## config.mk

```make
export PLATFORM = sky130hd
export DESIGN_NAME = bitrev_reorder_buffer
export DESIGN_NICKNAME = d
export VERILOG_FILES = /design/src/rtl/fft_pkg.sv /design/src/rtl/bitrev_index.sv /design/src/rtl/bitrev_reorder_buffer.sv
export SDC_FILE = /design/constraint.sdc
export NUM_CORES = 1
export LEC_CHECK = 0
export BUFFER_PORTS_ARGS = -buffer_cell sky130_fd_sc_hd__buf_4
export CAP_MARGIN = 20
export CELL_PAD_IN_SITES_DETAIL_PLACEMENT = 1
export CELL_PAD_IN_SITES_GLOBAL_PLACEMENT = 2
export CORE_ASPECT_RATIO = 2
export CORE_MARGIN = 1
export CORE_UTILIZATION = 47
export CTS_CLUSTER_SIZE = 10
export DETAILED_ROUTE_END_ITERATION = 10
export PLACE_DENSITY = 0.77
export SYNTH_ARGS = -nofsm -noshare
export SYNTH_HDL_FRONTEND = slang
export SYNTH_SLANG_ARGS = --single-unit
```

## constraint.sdc

```tcl
create_clock -name clk -period 3.4 [get_ports clk]
set_input_delay 0 -clock clk [delete_from_list [all_inputs] [get_ports clk]]
set_output_delay 0 -clock clk [all_outputs]
set_load 0.02 [all_outputs]
```

## src/rtl/fft_pkg.sv

```systemverilog
// -----------------------------------------------------------------------------
// fft_pkg
// Shared definitions for the FFT datapath blocks.
//   - Default and maximum frame-size constants (N = 1 << LOG2_N).
//   - bank_t: index of one of the two ping-pong storage banks.
//   - frame_len(): frame length in words for a given log2 size.
//   - bitrev():    reverses the low 'width' bits of an index. Bits above
//                  'width' are returned as zero.
// -----------------------------------------------------------------------------
package fft_pkg;

    localparam int LOG2_N_DEFAULT     = 3;
    localparam int LOG2_N_MAX         = 8;
    localparam int DATA_WIDTH_DEFAULT = 8;

    // Two banks, so a single bit selects one.
    typedef logic bank_t;

    function automatic int frame_len(input int log2n);
        return 1 << log2n;
    endfunction

    function automatic logic [LOG2_N_MAX-1:0] bitrev(
        input logic [LOG2_N_MAX-1:0] idx,
        input int                    width
    );
        logic [LOG2_N_MAX-1:0] r;
        r = '0;
        for (int i = 0; i < LOG2_N_MAX; i++) begin
            if (i < width) r[i] = idx[width-1-i];
        end
        return r;
    endfunction

endpackage

```

## src/rtl/bitrev_index.sv

```systemverilog
// -----------------------------------------------------------------------------
// bitrev_index
// Combinational index reverser: rev[i] = idx[WIDTH-1-i].
// Ports:
//   idx  in  WIDTH  natural-order index
//   rev  out WIDTH  bit-reversed index
// -----------------------------------------------------------------------------
module bitrev_index #(
    parameter int WIDTH = 3
) (
    input  logic [WIDTH-1:0] idx,
    output logic [WIDTH-1:0] rev
);

    always_comb begin
        rev = '0;
        for (int i = 0; i < WIDTH; i++) begin
            rev[i] = idx[WIDTH-1-i];
        end
    end

endmodule

```

## src/rtl/bitrev_reorder_buffer.sv

```systemverilog
// -----------------------------------------------------------------------------
// bitrev_reorder_buffer
// Streaming natural-order to bit-reversed-order reorder buffer. Two register
// banks of 2^LOG2_N words are used ping-pong: one fills while the other drains,
// giving 1 word/cycle sustained on both sides.
//
// Optional feature (macro BITREV_ORDER_SEL_EN): adds input bitrev_en, sampled on
// the first accepted word of each frame. A frame captured with bitrev_en=0 is
// read back in natural order; with bitrev_en=1 it is read bit-reversed.
// Without the macro every frame is read bit-reversed.
//
// Ports:
//   clk        in   1           rising-edge clock
//   rst        in   1           synchronous reset, active-high
//   in_data    in   DATA_WIDTH  sample, natural order
//   in_valid   in   1           in_data valid
//   in_ready   out  1           buffer accepts a sample this cycle
//   out_data   out  DATA_WIDTH  sample, bit-reversed order
//   out_valid  out  1           out_data valid
//   out_ready  in   1           downstream accepts out_data
//   out_last   out  1           final word of a frame (qualified by out_valid)
//   bitrev_en  in   1           (BITREV_ORDER_SEL_EN only) per-frame order select
// -----------------------------------------------------------------------------
module bitrev_reorder_buffer
    import fft_pkg::*;
#(
    parameter int LOG2_N     = LOG2_N_DEFAULT,
    parameter int DATA_WIDTH = DATA_WIDTH_DEFAULT
) (
    input  logic                  clk,
    input  logic                  rst,
    input  logic [DATA_WIDTH-1:0] in_data,
    input  logic                  in_valid,
    output logic                  in_ready,
    output logic [DATA_WIDTH-1:0] out_data,
    output logic                  out_valid,
    input  logic                  out_ready,
`ifdef BITREV_ORDER_SEL_EN
    input  logic                  bitrev_en,
`endif
    output logic                  out_last
);

    localparam int                N        = frame_len(LOG2_N);
    localparam logic [LOG2_N-1:0] LAST_IDX = LOG2_N'(N - 1);

    // NOTE: the sample storage carries no reset; its contents are never
    // observable until a bank has been completely rewritten and flagged full,
    // so clearing it would only cost reset fan-out.
    logic [DATA_WIDTH-1:0] mem [2][N];

    logic [1:0]        full;
    logic [1:0]        full_next;
    bank_t             wr_bank;
    bank_t             rd_bank;
    logic [LOG2_N-1:0] wr_cnt;
    logic [LOG2_N-1:0] rd_cnt;
    logic [LOG2_N-1:0] rev_cnt;
    logic [LOG2_N-1:0] rd_addr;

    logic wr_fire;
    logic rd_fire;
    logic wr_done;
    logic rd_done;

    // Handshakes. A bank being filled is never full, and a bank being drained
    // is always full, so each side only looks at its own bank's flag.
    assign in_ready  = !full[wr_bank];
    assign out_valid = full[rd_bank];
    assign out_last  = out_valid && (rd_cnt == LAST_IDX);

    assign wr_fire = in_valid && in_ready;
    assign rd_fire = out_valid && out_ready;
    assign wr_done = wr_fire && (wr_cnt == LAST_IDX);
    assign rd_done = rd_fire && out_last;

    bitrev_index #(
        .WIDTH (LOG2_N)
    ) u_bitrev_index (
        .idx (rd_cnt),
        .rev (rev_cnt)
    );

`ifdef BITREV_ORDER_SEL_EN
    // Per-bank read order: 1 = bit-reversed, 0 = natural passthrough.
    logic [1:0] order;

    always_ff @(posedge clk) begin
        if (rst) begin
            order <= 2'b11;
        end else if (wr_fire && (wr_cnt == '0)) begin
            order[wr_bank] <= bitrev_en;
        end
    end

    assign rd_addr = order[rd_bank] ? rev_cnt : rd_cnt;
`else
    assign rd_addr = rev_cnt;
`endif

    // Combinational read of registered storage; holds while out_ready is low
    // because rd_bank and rd_cnt only move on an accepted read.
    assign out_data = mem[rd_bank][rd_addr];

    // Set and clear can land in the same cycle but always on different banks:
    // the set targets the (not full) write bank, the clear the (full) read bank.
    always_comb begin
        // NOTE: every always_comb output gets a default first so no path
        // leaves it unassigned and a latch cannot be inferred.
        full_next = full;
        if (wr_done) full_next[wr_bank] = 1'b1;
        if (rd_done) full_next[rd_bank] = 1'b0;
    end

    always_ff @(posedge clk) begin
        // NOTE: sequential state uses non-blocking assignments so every
        // register samples pre-edge values, independent of statement order.
        if (rst) begin
            wr_bank <= 1'b0;
            rd_bank <= 1'b0;
            wr_cnt  <= '0;
            rd_cnt  <= '0;
            full    <= 2'b00;
        end else begin
            // Counters are exactly LOG2_N bits wide, so they wrap to 0 after
            // the last word of a frame without an explicit compare.
            if (wr_fire) begin
                wr_cnt <= wr_cnt + 1'b1;
                if (wr_done) wr_bank <= ~wr_bank;
            end
            if (rd_fire) begin
                rd_cnt <= rd_cnt + 1'b1;
                if (rd_done) rd_bank <= ~rd_bank;
            end
            full <= full_next;
        end
    end

    always_ff @(posedge clk) begin
        if (wr_fire) begin
            mem[wr_bank][wr_cnt] <= in_data;
        end
    end

endmodule

```

Word-level counts from Yosys, hierarchy flattened
Memories as Yosys holds them, arrays and structs flattened. A register that Yosys moved wholly into a read port is not among the register bits.
Cells that the tools add are included.
{ "totals": {"regBits": 10, "ramBits": 128, "out_inout_bits": 11, "word_cells": 54, "memories": 1} }
{ "classes": {"n_addsub": 2, "magnitude_cmp": 7, "n_eq_ne": 2, "muxes": 19, "n_bitwise": 7, "n_reduce_logical": 11} }
{ "mem_list": {"columns": ["memory", "words", "width", "rd", "rd_clocked_by_memory_dff", "wr", "line", "source"], "rows": [
  ["mem", 2, 64, 1, 1, 1, "bitrev_reorder_buffer.sv:50", "logic [DATA_WIDTH-1:0] mem [2][N];"]
]} }
{ "op_table": {"columns": ["op", "n"], "rows": [
  ["2-to-1 mux 64 bit", 1],
  ["binary-select mux 8 bit (select 3 bit)", 1],
  ["demux 8 bit (select 3 bit)", 1],
  ["2-to-1 mux 8 bit", 3],
  ["2-to-1 mux 1 bit", 9],
  ["greater-or-equal comparator 4 bit (second input constant)", 2],
  ["logical AND 1 bit", 8],
  ["NOT 3 -> 4 bit", 2],
  ["adder 3 x 1 -> 3 bit (second input constant)", 2],
  ["== test 3 bit (second input constant)", 2],
  ["less-than comparator 1 x 2 -> 1 bit (second input constant)", 2],
  ["less-than comparator 4 x 1 -> 1 bit (second input constant)", 1],
  ["2-to-1 mux 2 bit", 2],
  ["AND reduction 2 bit", 2],
  ["bitwise AND 2 bit", 1],
  ["demux 1 bit (select 1 bit)", 2],
  ["greater-or-equal comparator 1 bit (second input constant)", 2],
  ["NOT 1 bit", 2],
  ["NOT 2 bit", 1],
  ["bitwise OR 2 bit", 1],
  ["zero test 1 bit", 1]
]} }

Depth between registers and ports, before layout
Gate-level depths: netlist of run 1.
{ "depth": {"depth_word": 8, "mapped_depth": 5, "mapped_depth_nobuf": 4} }

Cells and area by module
Synthesis of run 1 repeated with hierarchy kept, for this count alone.
{ "hier_totals": {"cells_unflattened": 283, "area_unflattened_um2": 5534.1} }
{ "by_module_without_submodules": {"columns": ["module", "n_inst", "cells_per_inst", "area_per_inst_um2"], "rows": [
  ["bitrev_reorder_buffer", 1, 280, 5511.5],
  ["bitrev_index", 1, 3, 22.5]
]} }

Worst setup path before layout of run 1
No wires, ideal clock.
{ "synth_timing": {"path_kind": "reg-to-reg", "startpoint": "register wr_bank", "endpoint": "memory mem[0][40] in the netlist's numbering (enable)", "setup_ns": 0.395, "arrival_time_ns": 1.965, "path_slack_ns": 1.040, "path_stages_with_launch": 5, "n_path_buf": 1, "cell_sequence": "dfxtp_1 > mux2_4 > or3_1 > buf_2 > nor4_1"} }
{ "synth_between": {"elab_chain_len": 6} }
{ "synth_lines": {"columns": ["element", "line", "source"], "rows": [
  ["from (decl)", "bitrev_reorder_buffer.sv:54", "bank_t wr_bank;"],
  ["from (signal assigned)", "bitrev_reorder_buffer.sv:129", "if (wr_done) wr_bank <= ~wr_bank;"],
  ["2-to-1 mux 1 bit (implied by the code) (2 in series)", "bitrev_reorder_buffer.sv:68", "assign in_ready = !full[wr_bank];"],
  ["zero test 1 bit", "bitrev_reorder_buffer.sv:68", null],
  ["logical AND 1 bit", "bitrev_reorder_buffer.sv:72", "assign wr_fire = in_valid && in_ready;"],
  ["2-to-1 mux 1 bit", "bitrev_reorder_buffer.sv:140", "if (wr_fire) begin"],
  ["2-to-1 mux 64 bit (implied by the code)", "bitrev_reorder_buffer.sv:141", "mem[wr_bank][wr_cnt] <= in_data;"],
  ["to (decl)", "bitrev_reorder_buffer.sv:50", null]
]} }
Parallel ways exist; a longest one is shown, timed or not. The select of a mux whose other input is x is not followed.

==> results of run 1 <==
-- cell usage after synthesis (2+ instances only) --
cell type	number	area, sq um
a31oi_1	3	18.8
nor2_1	7	26.3
nor3_1	11	55.1
dfxtp_1	11	220
nand3_1	5	25.0
edfxtp_1	128	3840
ha_1	4	50.1
nand4_1	3	18.8
and2_1	2	12.5
a22oi_1	16	120
buf_12	2	40.0
nor4_1	3	18.8
o21ai_0	6	30.0
inv_1	5	18.8
a21oi_1	7	35.0
buf_2	4	20.0
nand2_1	10	37.5
clkbuf_1	4	15.0
mux4_2	19	428
mux4_1	13	342
or3_1	2	12.5
-- worst min-delay path: cells and delay by family --
family,cells,cell delay [ns]
buf+inv,2,0.69
compound gates,1,0.05
-- registers in the layout, summed over array words and instances (netlist names), named ones only --
register and count:
full 2, mem 128, rd_bank 1, rd_cnt 3
wr_bank 1, wr_cnt 3
-- cell families after synthesis --
logic type	Yosys count	share of synthesized area (%)
compound gates	34	4.03
fa+ha+maj	4	0.906
buf+inv	22	2.85
flops	139	73.6
mux	34	14.4
simple gates	47	4.28
-- power breakdown --
group	total (mW)	switching (mW)	leakage, nW	internal (mW)
registers	1.89	0.00726	1.25	1.88
clock network	1.96	0.668	0.298	1.29
logic	0.116	0.0703	0.658	0.0454
total	3.97	0.746	2.20	3.22
-- through the flow --
stage | area (sq um) | cells | setup WS [ns] | hold slack [ns]
floorplan | 5530 | 280 | 1.04 | 0.0989
global placement | 5880 | 445 | 0.946 | 0.255
detailed placement | 5880 | 445 | 0.835 | 0.260
CTS | 6630 | 489 | 0.700 | 0.363
global route | 6630 | 489 | 0.602 | 0.402
finish | 6630 | 489 | 0.804 | 0.383
-- routing by layer --
layer  vias up  part of all wire [%]  track usage (%)
li1       1279                     -                -
met1      1520                    35             23.1
met2        69                    60             42.5
met3        12                   2.8             4.63
met4         0                   1.8             9.79
met5         -                     0                0
-- area by class of cell --
type	instances	area [sq um]	area share (%)
Clock inverter	13	199	3.00
Tap cell	142	178	2.68
Multi-Input combinational cell	119	1320	19.9
Clock buffer	19	433	6.53
Timing Repair Buffer	51	413	6.23
Sequential cell	139	4070	61.3
Inverter	6	22.5	0.340
-- cells in the final DEF, fill, tap and decap left out, types with 3 or more instances in the layout --
cell type	Yosys	routed
edfxtp_1	128	128
buf_4	1	39
mux4_2	19	19
clkbuf_16	0	17
a22oi_1	16	16
mux4_1	13	13
dlygate4sd3_1	0	12
nor3_1	11	11
nand2_1	10	10
dfxtp_1	11	10
nor2_1	7	7
a21oi_1	7	7
o21ai_0	6	6
inv_1	5	5
nand3_1	5	5
bufinv_16	0	5
ha_1	4	4
clkinv_1	1	3
nand4_1	3	3
nor4_2	0	3
a31oi_1	3	3
clkinvlp_4	0	3
-- worst paths after layout --
kind            start           to  cells past startpoint
max reg2reg   wr_bank   mem[1][27]                      4
min               rst      wr_bank                      3
min reg2reg   full[1]      full[1]                      2
max          register  out_data[2]                      5
==> run metrics, run 1 <==
Starting Density=48.7%; CORE AREA=11,400 sq um; fin crit period=2.60 ns; CP Max Fanout=26; Skew-Pair Late Insertion Delay=0.41 ns; kind of critical path=register to output pin; residual DRC count=0; critical path required time=3.40 ns; Clock Tree Root=clkbuf_16; die area=12,200 sq um; WL/cell=25.3 um; Std-Cell Rows=55; clk sink count=139; Crit. End Element=output pin; sequential fraction of the synthesis area=73.6%; crit-path most repeated cell=buf_4; Setup crit start kind=register; width of the die=78.7 um; share of cells above drive strength 1=26.5%; final core utilization=58.4%; GPL Wtd Cong=0.806; Die H=155 um; first drt pass iteration count=4; Hold WC Path Type=primary input to register; final net count=350; cell family with most CP delay=flip-flops; FFs w/ async S/R, synth=0%; hold_buf cts=12; yosys warns=0; CTS Buf Count=17; reg2reg setup slack=0.86 ns; I/O Pins=23; PwrDens=598 nW/um^2; Pleak=2.20 nW; Crit path largest cell delay=0.91 ns; Cell Chain, Critical Path=buf_4 > mux4_2 > a22oi_1 > nand2_1 > buf_4; VDD IR max=0.411 mV; Max Transition Viols Final=0; GRT Util Overall=22.5%; # fillers=1,038; largest net degree at the start of global routing=35; first-pass GRT wire length=18,800 um; arrival time worst endpoint=2.60 ns; total negative slack=0 ns; # H-tree levels=4; Fin. Hold Viols=0; # setup viols final=0; #FFs+latches synth=139; Slew @ Worst Pin=0.940 ns; GRT overflow=0; CTS clk-pin slew, worst paths=0.06 ns; unrepaired setup endpoints after global routing=false; Cell Area, Synth=5530 sq um; fmax=385 MHz; PnR Total Power=3.97 mW; period utilisation layout=76.4%; initial drt markers=188; # resized after CTS=0; CP Buf/Inv Count=2; Net Count, Synth=296; max-cap viol count=0; status=finished, final reports clean; Via density=5.89; initial antenna violation count=0; syn avg cell area=19.7 sq um; Post-synth top flop=edfxtp_1; Routed Antenna Nets=0; TritonCTS clock tree=built; dpl hpwl=8040 um; cell count after synthesis=280; Layout area overhead=20.0%; Clock Skew=0.00711 ns; ANT cells=0; Worst slew margin=37.1%; vias in the first global route=3,153; Yosys cell types=36; vias=2,880; Buffers on Ports=22; Max clock buf depth=2; EDFF count, synth=128; CP max stage cell=dfxtp_2; Setup Buffers After CTS=0; DRT Wirelength=12,400 um
Power figures use the tool's default switching activity.
==> run 2: changes to the inputs <==
Clock period 3.4 ns to 2.44 ns, I/O delays scaled along.
==> run 2 against run 1 <==
Largest power group is now sequential cells. Sequential share of layout area rose by 0.15 points. Non-clock buffer count grew 2. Critical path depth did not move. Critical path type unchanged. Highest routed layer unchanged.
==> run metrics, run 2 (same netlist as run 1, synthesis figures left out) <==
CTS Buf Count=17; Clock Tree Root=clkbuf_16; VDD IR max=0.512 mV; initial drt markers=219; Hold WC Path Type=primary input to register; fin crit period=2.25 ns; Finished Cell Area=6620 sq um; # resized after CTS=0; vias in the first global route=3,068; commonest non-fill, non-tap cells in the layout=128 x edfxtp_1, 39 x buf_4, 19 x mux4_2; largest net degree at the start of global routing=33; clk sink count=139; dpl hpwl=8100 um; total negative slack=0 ns; hold endpoint=wr_bank; die area=12,200 sq um; hold_buf cts=12; # setup viols final=0; Int Pwr=4.19 mW; Skew-Pair Late Insertion Delay=0.42 ns; final net count=352; GRT Util Overall=22.4%; max-cap viol count=0; reg2reg setup slack=0.45 ns; WL/cell=25.1 um; I/O Pins=23; Pleak=2.18 nW; Routed Antenna Nets=0; Sw Share=20.6%; unrepaired setup endpoints after global routing=false; kind of critical path=register to output pin; Hold Path Cell Cnt=3; Clock Skew=0.00825 ns; Setup Buffers After CTS=0; first-pass GRT wire length=18,700 um; origin of the critical flop-to-flop path=wr_bank; width of the die=78.7 um; arrival time worst endpoint=2.25 ns; Setup crit start kind=register; sequential share of power=49.9%; GRT overflow=0; max reg flops=128; Fin. Hold Viols=0; r2r worst-path depth=4; GPL Wtd Cong=0.800; pre-CTS setup slack=0.461 ns; residual DRC count=0; Max Transition Viols Final=0; most common cell after layout, fill and taps aside=edfxtp_1; ANT cells=0; Max clock buf depth=2; CTS clk-pin slew, worst paths=0.06 ns; vias=2,873; status=finished, final reports clean; Die H=155 um; Post-DP Area=5920 sq um; DRT Wirelength=12,300 um; biggest regs=mem x128, rd_cnt x3, wr_cnt x3; Worst slew margin=62.0%; Via density=5.85; Final WS setup=0.189 ns; Starting Density=48.7%; period utilisation layout=92.2%; share of cells above drive strength 1=27.8%; Crit. End Element=output pin; Layout area overhead=19.7%; RR Endpoint=mem[0][25]; net switching power=1.09 mW; PwrDens=798 nW/um^2; fmax=444 MHz; CORE AREA=11,400 sq um; first drt pass iteration count=4; Slew @ Worst Pin=0.569 ns; critical path required time=2.44 ns; Clock power frac=46.9%; largest reg by FF count=mem; CP Max Fanout=32; Hold Startpoint=rst; # H-tree levels=4; power share of the combinational group=3.2%; TritonCTS clock tree=built; Buffers on Ports=22; final core utilization=58.3%; Std-Cell Rows=55; initial antenna violation count=0
-- run 2: cell count changes in the layout (fill, tap and decap cells not counted) --
cell and delta:
clkinv_1 -2, inv_6 +2, clkinvlp_4 +3, clkinv_2 +1, buf_12 +2, bufinv_16 -3
clkbuf_1 -1
-- run 2: per-layer routing --
| metal | part of all wire, % | GRT usage [%] |
|---|---|---|
| met5 | 0 | 0 |
| met4 | 4.5 | 11.9 |
| met3 | 3.4 | 4.52 |
| met2 | 56 | 39.5 |
| met1 | 36 | 24.9 |
-- run 2: critical path: stages, from the launching register on --
cell and delay, ns:
dfxtp_2 0.34, buf_12 0.26, mux4_1 0.69, a22oi_1 0.28, nand2_1 0.09, buf_4 0.16
-- run 2: worst max path at each step --
stage | end | slack (ns) | depth (start not counted)
after floorplan | mem[0][40] | 0.08 | 4
after global placement | mem[0][9] | 0.54 | 4
after CTS | out_data[4] | 0.17 | 5
after global routing | out_data[4] | 0.1 | 5
final | out_data[4] | 0.19 | 5
after detailed placement | mem[1][11] | 0.46 | 4
-- run 2: power by group through the flow --
stage	logic [mW]	registers, mW	clock network (mW)
detailed placement	0.153	2.68	0
global placement	0.146	2.68	0
floorplan	0.0618	2.68	0
CTS	0.168	2.63	2.52
global route	0.176	2.64	2.60
finish	0.166	2.63	2.48
-- run 2: metrics by stage --
step | instances | power (mW) | hold WS [ns]
floorplan | 280 | 2.74 | 0.0989
global placement | 447 | 2.83 | 0.257
detailed placement | 447 | 2.84 | 0.265
CTS | 491 | 5.32 | 0.363
global route | 491 | 5.41 | 0.387
finish | 491 | 5.28 | 0.375
-- run 2: cell type report --
class                           instances  area (sq um)
Timing Repair Buffer                   53           453
Sequential cell                       139          4070
Multi-Input combinational cell        119          1320
Fill cell                            1002          4740
Clock buffer                           18           429
Clock inverter                         14           146
Inverter                                6          22.5
Tap cell                              142           178
==> run 3: changes to the inputs <==
Settings changed: ABC_AREA set to 1, CORE_UTILIZATION 47 to 40.
==> run 3 against run 2 <==
Sequential share of layout area fell by 5.2 points. Critical path type unchanged. Final cell count grew 76%. Sequential power about the same. Combinational power grew 39%. Clock power up 6%. Synthesized area is 11% higher. Highest routed layer unchanged. Count of clock-buffer cells in the layout rose by 3. Global-route usage is 1.1 points higher. Power up 4.2%. Critical endpoint is now out_data[6].
==> run metrics, run 3 <==
status=finished, final reports clean; FFs w/ async S/R, synth=0%; DRT Wirelength=16,800 um; syn avg cell area=10.1 sq um; Yosys cell types=20; Crit path largest cell delay=0.47 ns; top cell type's share of synthesized area=62.9%; Buffers on Ports=22; GPL Wtd Cong=0.853; total negative slack=0 ns; initial antenna violation count=0; Pleak=3.09 nW; #FFs+latches synth=139; Layout area overhead=18.4%; Clock Skew=0.0100 ns; fmax=459 MHz; ANT cells=0; vias in the first global route=4,427; critical path required time=2.44 ns; I/O Pins=23; CTS clk-pin slew, worst paths=0.06 ns; dpl hpwl=11,600 um; Worst slew margin=59.2%; largest net degree at the start of global routing=34; commonest non-fill, non-tap cells in the layout=185 x nand2_1, 128 x edfxtp_1, 104 x inv_1; Cell Chain, Critical Path=buf_4 > clkinv_1 > nand3_1 > nand3_1 > nand2_1 > buf_4; top cells by area, synth=edfxtp_1 63%, nand2_1 11%, nand3_1 7.9%, inv_1 6.4%, dfxtp_1 3.6%; first drt pass iteration count=4; residual DRC count=0; # H-tree levels=4; most frequent cell after synthesis=nand2_1; PwrDens=761 nW/um^2; GRT Util Overall=23.4%; Slew @ Worst Pin=0.612 ns; final net count=671; share of cells above drive strength 1=12.4%; width of the die=89.4 um; unrepaired setup endpoints after global routing=false; period utilisation layout=89.3%; pre-CTS setup slack=0.598 ns; kind of critical path=register to output pin; Starting Density=41.0%; Fin. Hold Viols=0; CP max stage cell=clkinv_1; WL/cell=19.5 um; CP Max Fanout=18; die area=15,800 sq um; Max clock buf depth=2; Routed Antenna Nets=0; Net Count, Synth=623; Final WS setup=0.262 ns; vias=4,186; Hold WC Path Type=primary input to register; CTS Buf Count=17; max reg flops=128; yosys warns=0; largest reg by FF count=mem; Post-synth top flop=edfxtp_1; sequential fraction of the synthesis area=66.5%; clk sink count=139; first-pass GRT wire length=25,300 um; max-cap viol count=0; GRT overflow=0; CORE AREA=14,900 sq um; initial drt markers=277; Cell Area, Synth=6110 sq um; Yosys top cell by area=edfxtp_1; Commonest cells post-synth=185 x nand2_1, 128 x edfxtp_1, 104 x inv_1; VDD IR max=0.564 mV; # setup viols final=0; arrival time worst endpoint=2.18 ns; Setup crit start kind=register; fin crit period=2.18 ns; Skew-Pair Late Insertion Delay=0.42 ns; # fillers=1,662; Max Transition Viols Final=0; TritonCTS clock tree=built; Crit. End Element=output pin; EDFF count, synth=128; Die H=177 um; Clock Tree Root=clkbuf_16; most common cell after layout, fill and taps aside=nand2_1; biggest regs=mem x128, rd_cnt x3, wr_cnt x3; cell count after synthesis=607; Via density=4.85; Std-Cell Rows=63
## run 3: metal layers
layer / vias to the layer above / wire length, um / global-route usage (%)
li1: 2050 / - / -
met1: 2047 / 6430 / 25.0
met2: 62 / 9620 / 44.0
met4: 0 / 439 / 9.79
met3: 27 / 301 / 3.78
met5: - / 0 / 0
## run 3: worst max-delay path, delay by kind of cell (launching register included)
family,cells,cell delay (ns)
buffers and inverters,3,0.84
DFF,1,0.31
and+or+nand+nor,3,0.61
## run 3: cells by family (layout without fill, tap and decap cells)
kind of cell | Yosys count | in the layout | synth area share (%)
fa+ha+maj | 4 | 4 | 0.819
buf+inv | 135 | 196 | 9.63
flops | 139 | 139 | 66.5
compound gates | 19 | 19 | 1.60
simple gates | 310 | 310 | 21.4
## run 3: timing repair
item	CTS	global route
hold buffers	10	0
endpoints found under the hold margin	132	0
endpoints found under the setup margin	0	1
resized for setup	0	2
setup buffers	0	0
## run 3: power by group
part           total [mW]  switching, mW  internal, mW  leakage (nW)
Clock                2.62          0.966          1.65         0.285
Sequential           2.65         0.0132          2.64          1.25
Combinational       0.230          0.156        0.0738          1.56
## run 3: stage by stage
step	utilization, %	cell area, sq um	hold slack (ns)	std cells	power, mW
2_1_floorplan	-	6110	0.0691	607	2.79
3_3_place_gp	43.8	6530	0.168	821	2.92
3_5_place_dp	43.8	6530	0.175	821	2.92
4_1_cts	48.5	7230	0.0175	863	5.54
5_1_grt	48.5	7230	0.0353	863	5.64
6_report	48.5	7230	0.0196	863	5.50
## run 3: final cells by class
class / instances / area (sq um) / area share [%]
flip-flops and latches: 139 / 4070 / 56.2
clock buffers: 21 / 460 / 6.37
multi-input cells: 333 / 1460 / 20.1
well taps: 195 / 244 / 3.37
inverters: 109 / 412 / 5.69
repair buffers: 55 / 450 / 6.23
clock inverters: 11 / 144 / 1.99
## run 3: final timing paths
path	start	end	slack [ns]	depth (start not counted)
worst max-delay path	rd_cnt[1]	out_data[6]	0.26	6
worst min register to register	full[0]	full[0]	0.53	2
worst min-delay path	out_ready	full[0]	0.02	4
worst max register to register	wr_bank	mem[1][48]	0.57	7
